File: config.mk
export PLATFORM = sky130hd
export DESIGN_NAME = spike_rate_decoder
export DESIGN_NICKNAME = d
export VERILOG_FILES = /design/src/rtl/spike_rate_decoder.sv
export SDC_FILE = /design/constraint.sdc
export NUM_CORES = 1
export LEC_CHECK = 0
export ABC_AREA = 1
export ABC_CLOCK_PERIOD_IN_PS = 2500
export CAP_MARGIN = 10
export CORE_MARGIN = 2
export CORE_UTILIZATION = 56
export DETAILED_ROUTE_END_ITERATION = 8
export PLACE_DENSITY_LB_ADDON = 0.1
export SLEW_MARGIN = 20
export SYNTH_ARGS = -nofsm -noshare
export SYNTH_HDL_FRONTEND = slang
export SYNTH_SLANG_ARGS = --single-unit
File: constraint.sdc
create_clock -name clk -period 2.5 [get_ports clk]
set_input_delay 0.5 -clock clk [delete_from_list [all_inputs] [get_ports clk]]
set_output_delay 0.5 -clock clk [all_outputs]
set_load 0.03 [all_outputs]
File: src/rtl/spike_rate_decoder.sv
// Spike-train decoder: counts spikes and the first-spike latency over back-to-back
// windows of programmable length, publishing one result set per completed window.
module spike_rate_decoder #(
    parameter int WINDOW_W = 8,
    parameter int COUNT_W  = 8
) (
    input  logic                clk,
    input  logic                rst_n,
    input  logic                ena,
    input  logic                clear,
    input  logic                spike_in,
    input  logic [WINDOW_W-1:0] window_len,
    output logic                out_valid,
    output logic [COUNT_W-1:0]  count_out,
    output logic [WINDOW_W-1:0] latency_out,
    output logic                no_spike,
    output logic                saturated
);

    typedef enum logic {IDLE, RUN} state_t;

    localparam logic [COUNT_W-1:0]  CNT_MAX = '1;
    localparam logic [WINDOW_W-1:0] T_ONE   = WINDOW_W'(1);

    state_t              state, state_nxt;
    logic [WINDOW_W-1:0] len_q, t_q, first_q;
    logic [COUNT_W-1:0]  cnt_q;
    logic                seen_q;

    logic                last, start, publish, abort;
    logic [COUNT_W-1:0]  cnt_nxt;
    logic [WINDOW_W-1:0] first_nxt;
    logic                seen_nxt;

    // Window state including this cycle's sample, used both to advance and to publish.
    assign last      = (t_q == len_q - T_ONE);
    assign cnt_nxt   = (spike_in && cnt_q != CNT_MAX) ? cnt_q + 1'b1 : cnt_q;
    assign first_nxt = (spike_in && !seen_q) ? t_q : first_q;
    assign seen_nxt  = seen_q | spike_in;

    always_ff @(posedge clk or negedge rst_n) begin
        if (!rst_n) state <= IDLE;
        else        state <= state_nxt;
    end

    always_comb begin
        state_nxt = state;
        start     = 1'b0;
        publish   = 1'b0;
        abort     = 1'b0;
        case (state)
            IDLE: begin
                if (ena && !clear && window_len != '0) begin
                    state_nxt = RUN;
                    start     = 1'b1;
                end
            end
            RUN: begin
                if (clear) begin
                    state_nxt = IDLE;
                end else if (last) begin
                    // A completed window is always published, even if we stop afterwards.
                    publish = 1'b1;
                    if (!ena || window_len == '0) state_nxt = IDLE;
                end else if (!ena) begin
                    state_nxt = IDLE;
                    abort     = 1'b1;
                end
            end
            default: state_nxt = IDLE;
        endcase
    end

    always_ff @(posedge clk or negedge rst_n) begin
        if (!rst_n) begin
            len_q       <= '0;
            t_q         <= '0;
            first_q     <= '0;
            cnt_q       <= '0;
            seen_q      <= 1'b0;
            out_valid   <= 1'b0;
            count_out   <= '0;
            latency_out <= '0;
            no_spike    <= 1'b0;
            saturated   <= 1'b0;
        end else if (clear) begin
            len_q       <= '0;
            t_q         <= '0;
            first_q     <= '0;
            cnt_q       <= '0;
            seen_q      <= 1'b0;
            out_valid   <= 1'b0;
            count_out   <= '0;
            latency_out <= '0;
            no_spike    <= 1'b0;
            saturated   <= 1'b0;
        end else begin
            out_valid <= 1'b0;
            if (start || publish || abort) begin
                len_q   <= window_len;
                t_q     <= '0;
                first_q <= '0;
                cnt_q   <= '0;
                seen_q  <= 1'b0;
            end else if (state == RUN) begin
                t_q     <= t_q + T_ONE;
                first_q <= first_nxt;
                cnt_q   <= cnt_nxt;
                seen_q  <= seen_nxt;
            end
            if (publish) begin
                out_valid   <= 1'b1;
                count_out   <= cnt_nxt;
                latency_out <= seen_nxt ? first_nxt : '0;
                no_spike    <= !seen_nxt;
                saturated   <= (cnt_nxt == CNT_MAX);
            end
        end
    end

endmodule

==> flow_metrics.env <==
export IMPL_start_util_pct=58.71
export IMPL_async_flop_share_pct=100.0
export IMPL_drtIter0Drc=175
export IMPL_holdCritPathClass="in -> async"
export IMPL_synthCells=360
export IMPL_synth_edf_count=0
export IMPL_crit_path_end="latency_out[1]$_DFFE_PN0P_"
export IMPL_cap_violations=0
export IMPL_start_kind="flip-flop"
export IMPL_first_global_vias=2252
export IMPL_ir_drop_uv=334.9
export IMPL_finalClockSkew_ns=0.01300
export IMPL_ys_seq_area_share_pct=47.51
export IMPL_synth_top_cell_by_area="dfrtp_1"
export IMPL_synth_ff_latch_count=53
export IMPL_path_clk_slew_ns=0.10
export IMPL_ys_flop_type="dfrtp_1"
export IMPL_ctsHoldBuffers=0
export IMPL_cts_sinks=53
export IMPL_grt_total_usage_pct=23.59
export IMPL_synthAdderAreaFrac_pct=1.345
export IMPL_yosysTopAreaCellShare_pct=47.51
export IMPL_netlist_area_mm2=0.002791
export IMPL_fp_dieW_um=74.60
export IMPL_ant_nets=0
export IMPL_syn_area_per_cell_um2=7.754
export IMPL_synthSimpleGateAreaFrac_pct=26.80
export IMPL_reg2reg_depth=13
export IMPL_port_buffer_count=31
export IMPL_status="completed"
export IMPL_worstSetupStartpoint="len_q[0]$_DFFE_PN0P_"
export IMPL_synthXorXnorAreaFrac_pct=4.079
export IMPL_r2r_slack_ns=0.27
export IMPL_gp_congestion=0.8797
export IMPL_crit_required_ns=2.73
export IMPL_grt_max_degree=34
export IMPL_cts_buffers=5
export IMPL_h_tree_depth=2
export IMPL_period_needed_ns=2.230
export IMPL_maxSlewHeadroom_pct=64.84
export IMPL_area_growth_pct=19.09
export IMPL_placed_cells=451
export IMPL_wl_per_cell_um=12.95
export IMPL_rsz0062_at_grt="false"
export IMPL_drc_errors=0
export IMPL_io_pin_count=32
export IMPL_drive_above_1_share_pct=6.345
export IMPL_fin_setup_tns_ns=0
export IMPL_fmax_ghz=0.4485
export IMPL_via_count=2446
export IMPL_worst_setup_path_type="reg -> reg"
export IMPL_arrival_ns=2.46
export IMPL_power_leakage_nw=1.589
export IMPL_coreArea_mm2=0.004755
export IMPL_fin_crit_sh_pct=89.19
export IMPL_fp_dieH_um=74.60
export IMPL_nNetsFinal=409
export IMPL_grt_pass1_wl_mm=10.04
export IMPL_reg2reg_from="len_q[0]$_DFFE_PN0P_"
export IMPL_seqCellArea_mm2=0.001326
export IMPL_reg2reg_to="latency_out[1]$_DFFE_PN0P_"
export IMPL_nFillCells=423
export IMPL_synth_top_family_by_area="simple AND/OR/NAND/NOR gates"
export IMPL_finalSetupViolations=0
export IMPL_multi_input_comb_area_mm2=0.001239
export IMPL_clk_latency_ns=0.31
export IMPL_clockBufferDepth=2
export IMPL_avgViaCountPerCell=5.306
export IMPL_tightest_slew_ns=0.5266
export IMPL_synth_cell_types=29
export IMPL_finalMaxSlewViolations=0
export IMPL_grt_overflow=0
export IMPL_cts_tree="yes"
export IMPL_muxShareOfSynthArea_pct=0.3586
export IMPL_finalHoldViolCount=0
export IMPL_p_per_area_mw_per_mm2=532.1
export IMPL_synth_compound_area_share_pct=11.70
export IMPL_antenna_found_initial=0
export IMPL_antenna_cells=0
export IMPL_place_area_mm2=0.003176
export IMPL_worst_setup_path_end_kind="flip-flop"
export IMPL_netlist_top_cells_area="dfrtp_1, nand2_1, inv_1"
export IMPL_path_max_fanout=11
export IMPL_routed_wirelength_mm=5.970
export IMPL_hpwl_mm=4.148
export IMPL_dr_pass1_iters=4
export IMPL_std_cell_rows=25
export IMPL_final_cell_count_no_fill=461
export IMPL_design_area_mm2=0.003324
export IMPL_ys_warnings_count=0
export IMPL_cts_root_buf="clkbuf_8"
export IMPL_dieArea_mm2=0.005565
export IMPL_synth_nets=376
## registers in the layout, indices dropped and copies added (netlist names)
register     count
count_out        8
seen_q           1
cnt_q            8
state            1
latency_out      8
saturated        1
no_spike         1
first_q          8
len_q            8
t_q              8
out_valid        1
## how the worst min path moves through the flow
stage                                  to  slack (ns)
6_report       latency_out[7]$_DFFE_PN0P_        0.15
5_1_grt        latency_out[7]$_DFFE_PN0P_        0.18
4_1_cts        latency_out[7]$_DFFE_PN0P_        0.16
3_5_place_dp   latency_out[3]$_DFFE_PN0P_        0.47
3_3_place_gp   latency_out[4]$_DFFE_PN0P_        0.47
2_1_floorplan        cnt_q[0]$_DFFE_PN0P_        0.20
## synth_stat cells, drive strengths merged, types with 2 or more instances
cell type / number
buf: 8
clkbuf: 3
dfrtp: 53
ha: 3
inv: 45
nand2: 100
nand3: 29
nand3b: 2
nand4: 4
nor2: 42
o21ai: 34
o22ai: 17
xnor2: 4
xor2: 9
## final cells by class
type | count | share of cell area [%]
multi-input combinational | 251 | 37.26
inverter | 45 | 5.081
tap | 67 | 2.522
clock buffer | 5 | 2.070
timing repair buffer | 37 | 11.67
sequential | 53 | 39.89
clock inverter | 3 | 1.505
## where the power goes
part | internal (mW) | switching, mW | leakage [nW] | total [mW]
logic | 0.0995 | 0.158 | 0.797 | 0.257
clock network | 0.307 | 0.302 | 0.0603 | 0.609
registers | 0.876 | 0.0260 | 0.731 | 0.902
## metal layers
| layer | vias up | track usage (%) | part of all wire [%] |
|---|---|---|---|
| met2 | 66 | 38.84 | 48 |
| met4 | 0 | 6.548 | 0.57 |
| li1 | 1225 | - | - |
| met1 | 1151 | 32.17 | 47 |
| met3 | 4 | 4.336 | 4.6 |
| met5 | - | 0 | 0 |
## worst max-delay path, stage by stage, from the launching register on
cell	delay, ns
dfrtp_1	0.47
inv_2	0.10
ha_2	0.23
nand2_1	0.10
nor2_1	0.09
nand2_1	0.05
nand2_1	0.06
nand3_1	0.06
nor2_1	0.18
nand3_1	0.15
buf_4	0.20
inv_1	0.09
o21ai_2	0.14
o21ai_0	0.22
## timing repair
action                                  CTS  global route
hold endpoints to repair                  0             0
buffers inserted                          0             2
endpoints found under the setup margin    0             6
resized for setup                         0             1
## through the flow
step                total power [mW]  setup slack [ns]  utilization (%)  hold slack [ns]
detailed placement             1.165            0.2492            66.79           0.4721
finish                         1.769            0.2702            69.92           0.1466
global route                   1.852           0.05125            69.92           0.1833
floorplan                      1.081            0.6651                -           0.2044
global placement               1.159            0.2890            66.79           0.4659
CTS                            1.772            0.2281            69.29           0.1629
## placed cells by master, fill, tap and decap left out
cell type / instances
xnor2_1: 4
ha_2: 1
buf_12: 3
clkinv_4: 1
o211ai_1: 1
nor2_1: 40
bufinv_16: 1
o21bai_1: 1
buf_4: 3
o21ai_1: 4
dfrtp_1: 53
clkbuf_8: 5
nand3_1: 29
ha_1: 2
nand4_4: 1
nand2_2: 2
xor2_1: 9
inv_8: 1
inv_1: 43
o21ai_0: 29
o31ai_1: 1
mux2i_1: 1
buf_2: 1
a21boi_4: 1
a21oi_1: 1
nor2_2: 2
o21ai_2: 1
inv_2: 2
nor3_1: 1
nand3b_1: 2
o22ai_1: 17
nand2_1: 98
nand4_1: 3
clkdlybuf4s50_1: 30
## kinds of logic after synthesis
| family | Yosys count |
|---|---|
| simple gates | 178 |
| compound gates | 56 |
| buf+inv | 56 |
| flops | 53 |
| xor+xnor | 13 |
| fa+ha+maj | 3 |
| mux | 1 |
No activity file was read; power rests on OpenSTA's default activity.
